### config.mk
export PLATFORM = sky130hd
export DESIGN_NAME = store_buffer
export DESIGN_NICKNAME = d
export VERILOG_FILES = /design/src/rtl/store_buffer_pkg.sv /design/src/rtl/sb_fwd_lookup.sv /design/src/rtl/store_buffer.sv
export SDC_FILE = /design/constraint.sdc
export NUM_CORES = 2
export LEC_CHECK = 0
export CORE_ASPECT_RATIO = 1.5
export CORE_UTILIZATION = 40
export DETAILED_ROUTE_END_ITERATION = 8
export SLEW_MARGIN = 20
export SYNTH_ARGS = -nofsm -noshare
export SYNTH_HDL_FRONTEND = slang
export SYNTH_SLANG_ARGS = --single-unit
### constraint.sdc
create_clock -name clock -period 45.3 [get_ports clock]
set_input_delay 9.06 -clock clock [delete_from_list [all_inputs] [get_ports clock]]
set_output_delay 9.06 -clock clock [all_outputs]
set_load 0.02 [all_outputs]
### src/rtl/store_buffer_pkg.sv
// Shared types for the store buffer: access size, entry record and size decode.
package store_buffer_pkg;

    // Widest address/data the entry record can hold; the top's parameters must not exceed these.
    localparam int SB_ADDR_W = 32;
    localparam int SB_DATA_W = 64;

    typedef enum logic [1:0] {
        MEM_B = 2'd0,
        MEM_H = 2'd1,
        MEM_W = 2'd2,
        MEM_D = 2'd3
    } mem_size_t;

    typedef struct packed {
        logic [SB_ADDR_W-1:0] addr;
        logic [SB_DATA_W-1:0] data;
        mem_size_t            size;
    } sb_entry_t;

    function automatic logic [3:0] mem_size_bytes(input mem_size_t size);
        case (size)
            MEM_B:   return 4'd1;
            MEM_H:   return 4'd2;
            MEM_W:   return 4'd4;
            default: return 4'd8;
        endcase
    endfunction

endpackage

### src/rtl/sb_fwd_lookup.sv
// Youngest-first overlap scan of the occupied store-buffer slots for a load.
module sb_fwd_lookup
    import store_buffer_pkg::*;
#(
    parameter int DEPTH = 8,
    parameter int PTR_W = $clog2(DEPTH) + 1
) (
    input  sb_entry_t              entries [DEPTH],
    input  logic [PTR_W-1:0]       head,
    input  logic [PTR_W-1:0]       tail,
    input  logic [SB_ADDR_W-1:0]   ld_addr,
    input  mem_size_t              ld_size,
    output logic                   hit,
    output logic                   conflict,
    output logic [PTR_W-2:0]       hit_idx
);

    localparam int IDX_W = PTR_W - 1;

    logic [PTR_W-1:0]     count;
    logic [IDX_W-1:0]     idx;
    logic [SB_ADDR_W:0]   ld_lo, ld_hi, e_lo, e_hi;

    // Walk oldest to youngest so the last overlapping entry (the youngest) decides the result.
    // Ranges are computed one bit wider so an access at the top of memory does not wrap.
    always_comb begin
        hit      = 1'b0;
        conflict = 1'b0;
        hit_idx  = '0;
        idx      = '0;
        e_lo     = '0;
        e_hi     = '0;
        count    = tail - head;
        ld_lo    = {1'b0, ld_addr};
        ld_hi    = ld_lo + (SB_ADDR_W+1)'(mem_size_bytes(ld_size));
        for (int k = 0; k < DEPTH; k++) begin
            if (PTR_W'(k) < count) begin
                idx  = head[IDX_W-1:0] + IDX_W'(k);
                e_lo = {1'b0, entries[idx].addr};
                e_hi = e_lo + (SB_ADDR_W+1)'(mem_size_bytes(entries[idx].size));
                if ((e_lo < ld_hi) && (ld_lo < e_hi)) begin
                    if ((e_lo == ld_lo) && (entries[idx].size == ld_size)) begin
                        hit      = 1'b1;
                        conflict = 1'b0;
                        hit_idx  = idx;
                    end else begin
                        hit      = 1'b0;
                        conflict = 1'b1;
                    end
                end
            end
        end
    end

endmodule

### src/rtl/store_buffer.sv
// In-order store buffer: speculative stores are pushed at tail, committed by
// retire (cmt pointer), discarded on recover and drained from head to the dcache.
module store_buffer
    import store_buffer_pkg::*;
#(
    parameter int DEPTH        = 8,
    parameter int COMMIT_WIDTH = 2,
    parameter int ADDR_W       = 32,
    parameter int DATA_W       = 64
) (
    input  logic                    clock,
    input  logic                    reset,
    input  logic                    st_valid,
    input  logic [ADDR_W-1:0]       st_addr,
    input  logic [DATA_W-1:0]       st_data,
    input  mem_size_t               st_size,
    output logic                    st_ready,
    input  logic [COMMIT_WIDTH-1:0] store_retire,
    input  logic                    recover,
    input  logic [ADDR_W-1:0]       ld_addr,
    input  mem_size_t               ld_size,
    output logic                    fwd_hit,
    output logic [DATA_W-1:0]       fwd_data,
    output logic                    fwd_conflict,
    output logic                    mem_valid,
    input  logic                    mem_ready,
    output logic [ADDR_W-1:0]       mem_addr,
    output logic [DATA_W-1:0]       mem_data,
    output mem_size_t               mem_size,
    output logic                    empty
);

    localparam int PTR_W = $clog2(DEPTH) + 1;
    localparam int IDX_W = PTR_W - 1;

    logic [PTR_W-1:0] head_q, cmt_q, tail_q;
    logic [PTR_W-1:0] head_d, cmt_d, tail_d;
    logic [PTR_W-1:0] count, retire_cnt;
    logic             push, pop;
    sb_entry_t        entries_q [DEPTH];
    sb_entry_t        head_entry;
    logic [IDX_W-1:0] fwd_idx;

    assign count      = tail_q - head_q;
    assign st_ready   = (count != PTR_W'(DEPTH));
    assign empty      = (head_q == tail_q);
    assign mem_valid  = (head_q != cmt_q);
    assign head_entry = entries_q[head_q[IDX_W-1:0]];
    assign mem_addr   = head_entry.addr[ADDR_W-1:0];
    assign mem_data   = head_entry.data[DATA_W-1:0];
    assign mem_size   = head_entry.size;

    // A recover wins over a same-cycle push, so the dropped store never lands.
    assign push = st_valid && st_ready && !recover;
    assign pop  = mem_valid && mem_ready;

    // Count retiring stores this cycle.
    always_comb begin
        retire_cnt = '0;
        for (int i = 0; i < COMMIT_WIDTH; i++) begin
            retire_cnt = retire_cnt + PTR_W'(store_retire[i]);
        end
    end

    // Pointer update: retire first, then recover rewinds tail onto the new cmt, else push.
    always_comb begin
        head_d = head_q + PTR_W'(pop);
        cmt_d  = cmt_q + retire_cnt;
        tail_d = tail_q;
        if (recover) begin
            tail_d = cmt_d;
        end else if (push) begin
            tail_d = tail_q + PTR_W'(1);
        end
    end

    // Pointer registers.
    always_ff @(posedge clock or posedge reset) begin
        if (reset) begin
            head_q <= '0;
            cmt_q  <= '0;
            tail_q <= '0;
        end else begin
            head_q <= head_d;
            cmt_q  <= cmt_d;
            tail_q <= tail_d;
        end
    end

    // Entry storage, written at the tail slot on an accepted push.
    always_ff @(posedge clock or posedge reset) begin
        if (reset) begin
            for (int i = 0; i < DEPTH; i++) begin
                entries_q[i] <= '0;
            end
        end else if (push) begin
            entries_q[tail_q[IDX_W-1:0]] <= '{addr: SB_ADDR_W'(st_addr),
                                              data: SB_DATA_W'(st_data),
                                              size: st_size};
        end
    end

    sb_fwd_lookup #(
        .DEPTH (DEPTH),
        .PTR_W (PTR_W)
    ) u_fwd_lookup (
        .entries  (entries_q),
        .head     (head_q),
        .tail     (tail_q),
        .ld_addr  (SB_ADDR_W'(ld_addr)),
        .ld_size  (ld_size),
        .hit      (fwd_hit),
        .conflict (fwd_conflict),
        .hit_idx  (fwd_idx)
    );

    assign fwd_data = fwd_hit ? entries_q[fwd_idx].data[DATA_W-1:0] : '0;

endmodule

==> flow_metrics.py <==
metrics = {
    "final_layout": {
        "nNetsFinal": 7764,
        "layout-drive-gt1-share": 0.234,
        "area_growth_pct": 11.2,
    },
    "timing": {
        "slew_violations": 0,
        "slew_headroom": 0.130,
        "fin_crit_ns": 29.63,
        "tightest_slew_ns": 1.29,
        "fmax_ghz": 0.0338,
        "finalHoldViolations": 0,
        "setup_tns_ns": 0,
        "fin_crit_sh": 0.654,
        "setup_violations": 0,
        "grt_setup_unrepaired": "no",
        "finClkSkew_ns": 0.0503,
    },
    "synth": {
        "synth-compound-area-share": 0.0959,
        "async_flop_share": 1.00,
        "synthMuxAreaShare": 0.319,
        "yosysSeqAreaShare": 0.270,
        "synthFlopType": "dfrtp_1",
        "syn_nets": 7637,
        "synth_xor_area_frac": 0.0673,
        "ys_ff_latch": 796,
        "synth_top_family_by_area": "multiplexers",
        "synth_cell_types": 100,
        "syn_area_um2": 73800,
        "synthAdderAreaFrac": 0.0948,
        "synth_edf_count": 0,
        "syn_inst": 6945,
        "yosys_warnings": 0,
        "avgSynthCellArea_um2": 10.6,
        "yosys.area_share.simple": 0.111,
    },
    "route": {
        "via_per_inst": 6.41,
        "antenna_left": 0,
        "first_pass_iters": 6,
        "drcViolationCount": 0,
        "drt_wl_total_mm": 329,
        "wl_per_cell_um": 34.4,
        "drt_iter0_markers": 5190,
        "vias": 61400,
    },
    "clock_network": {
        "numCtsBuffers": 78,
        "post_cts.repair.setup_buffers": 0,
        "cts_hold_buffers": 0,
        "cts_resized": 0,
        "cts_tree": "yes",
        "cts_max_level": 3,
        "cts_sinks": 796,
        "clock_latency_ns": 0.70,
        "clk_path_buf_depth": 3,
        "clk_pin_slew_ns": 0.06,
        "clockRootBuffer": "clkbuf_16",
    },
    "global_route": {
        "gr-total-overflow": 0,
        "grt_first_pass_wirelength_mm": 466,
        "track_usage": 0.347,
        "grt_pass1_vias": 61900,
        "grt_max_degree": 172,
        "antenna_found_initial": 25,
    },
    "floorplan": {
        "dieWidth_um": 353,
        "ios": 306,
        "core_area_um2": 183000,
        "num_rows": 192,
        "die_y_um": 528,
        "start_util": 0.404,
        "fp.dieArea_um2": 186000,
    },
    "setup_path": {
        "startpoint_type": "input port",
        "critPathMaxFanout": 162,
        "worst-endpoint-required_ns": 36.24,
        "setup.worst_path.class": "in -> out",
        "cp-end-kind": "primary output",
        "arrival_ns": 20.57,
    },
    "placed_design": {
        "dp_hpwl_mm": 246,
        "port_buffers": 305,
        "place.gp.congestion": 1.09,
    },
    "worst_hold_path": {
        "hp-class": "reg -> reg",
    },
    "outcome": {
        "status": "finished, final reports clean",
    },
    "run": {
        "cap_viol_max_count": 0,
    },
}
-- placed cells by master (no fill, tap or decap), types with 79 or more instances in the layout --
cell type          n
a21o_1           114
a21oi_1          247
a22oi_1           85
and3_1            89
buf_4            153
clkbuf_16         79
clkdlybuf4s50_1  305
dfrtp_1          793
ha_1             540
inv_1            197
mux2_2           863
mux2i_1          423
mux4_2           416
nand2_1          650
nand3_1          206
nand4_1          150
nor2_1           202
nor2b_1          105
nor3_1            80
o21ai_0          129
xnor2_1          412
xor2_1           143
-- final cells by class --
| type | instances | area (µm²) |
|---|---|---|
| Fill cell | 17300 | 101000 |
| Antenna cell | 8 | 20.0 |
| Clock inverter | 35 | 556 |
| Inverter | 206 | 787 |
| Sequential cell | 796 | 19900 |
| Tap cell | 2425 | 3030 |
| Multi-Input combinational cell | 5523 | 51100 |
| Clock buffer | 108 | 2280 |
| Timing Repair Buffer | 467 | 4350 |
-- metrics by stage --
| step | std cells | hold WS (ns) | cell area [µm²] | utilization | worst slack, ns |
|---|---|---|---|---|---|
| 2_1_floorplan | 6945 | 0.478 | 73800 | - | 13.89 |
| 3_3_place_gp | 9414 | 0.499 | 79100 | 0.433 | 15.56 |
| 3_5_place_dp | 9415 | 0.500 | 79100 | 0.433 | 15.89 |
| 4_1_cts | 9558 | 0.512 | 82000 | 0.448 | 15.80 |
| 5_1_grt | 9562 | 0.533 | 82100 | 0.449 | 15.43 |
| 6_report | 9568 | 0.513 | 82100 | 0.449 | 15.67 |
-- critical path, stage by stage --
cell	delay (ns)
clkdlybuf4s50_1	1.13
nor2b_1	0.32
fa_1	0.28
a21o_1	0.13
a21oi_1	0.11
or3_1	0.58
nor3_1	0.43
nand4_1	0.20
xnor2_1	0.81
ha_1	0.39
a21oi_1	0.12
o21ai_0	0.28
a2111oi_0	0.93
nand3_1	0.15
a211o_1	0.39
a211oi_1	0.61
o211ai_1	0.31
o21ai_1	0.27
o211ai_1	0.11
or3b_4	0.83
buf_4	0.71
buf_12	0.59
mux2i_1	0.31
mux2i_1	0.12
a32o_1	0.24
clkdlybuf4s50_1	0.62
-- path summary, 6_finish.rpt --
path	from	end	slack [ns]	cells past startpoint
setup / recovery	ld_size[0]	fwd_data[59]	15.67	26
hold / removal	cmt_q[3]	cmt_q[3]	0.51	1
setup reg to reg	head_q[2]	entries_q[761]	36.98	15
hold reg to reg	cmt_q[3]	cmt_q[3]	0.51	1
max in group asynchronous	reset	entries_q[97]	30.78	8
min in group asynchronous	reset	entries_q[53]	8.94	2
-- routing by layer --
layer / vias up / global-route usage / share of wire
met4: 26 / 0.253 / 0.086
met2: 2526 / 0.571 / 0.47
met1: 31700 / 0.406 / 0.38
met3: 698 / 0.0623 / 0.066
met5: - / 0 / 0.00053
li1: 26400 / - / -
-- cells by family after synthesis --
kind of cell,count (synthesis)
compound gates,1003
simple gates,1684
xor+xnor,567
flops,796
mux,1716
buf+inv,626
fa+ha+maj,553
-- flip-flops by register name, summed over array words and instances, names as in the netlist --
| signal | flops |
|---|---|
| entries_q | 784 |
| cmt_q | 4 |
| head_q | 4 |
| tail_q | 4 |
-- synth_stat cells (13+ instances only) --
| cell | instances | area [µm²] |
|---|---|---|
| nand4_1 | 150 | 938 |
| buf_6 | 51 | 574 |
| buf_2 | 55 | 275 |
| nor2b_1 | 107 | 669 |
| o211ai_1 | 28 | 210 |
| a2111oi_0 | 17 | 149 |
| clkbuf_1 | 215 | 807 |
| mux2i_1 | 423 | 4230 |
| inv_1 | 199 | 747 |
| nor4_1 | 46 | 288 |
| nand3_1 | 208 | 1040 |
| buf_4 | 24 | 180 |
| o2111ai_1 | 13 | 114 |
| and3_1 | 89 | 557 |
| nor2_1 | 205 | 769 |
| nand2_1 | 651 | 2440 |
| mux4_2 | 416 | 9370 |
| a21o_1 | 115 | 863 |
| and4_1 | 22 | 193 |
| a32o_1 | 64 | 641 |
| a221oi_1 | 18 | 158 |
| o22ai_1 | 31 | 194 |
| a211o_1 | 74 | 648 |
| or3_1 | 16 | 100 |
| nand2b_1 | 28 | 175 |
| xor2_1 | 147 | 1290 |
| ha_1 | 542 | 6780 |
| or2_2 | 18 | 113 |
| o21a_1 | 25 | 188 |
| a22oi_1 | 85 | 638 |
| xnor2_1 | 420 | 3680 |
| dfrtp_1 | 796 | 19900 |
| nor3_1 | 83 | 415 |
| and2_1 | 20 | 125 |
| a21oi_1 | 248 | 1240 |
| o21ai_0 | 130 | 651 |
| mux2_2 | 863 | 9720 |
| a211oi_1 | 42 | 315 |
| buf_1 | 59 | 221 |
Power is left out: the tool's default activity adds up to more than one toggle a clock period on the data nets, which glitch-free logic cannot reach.
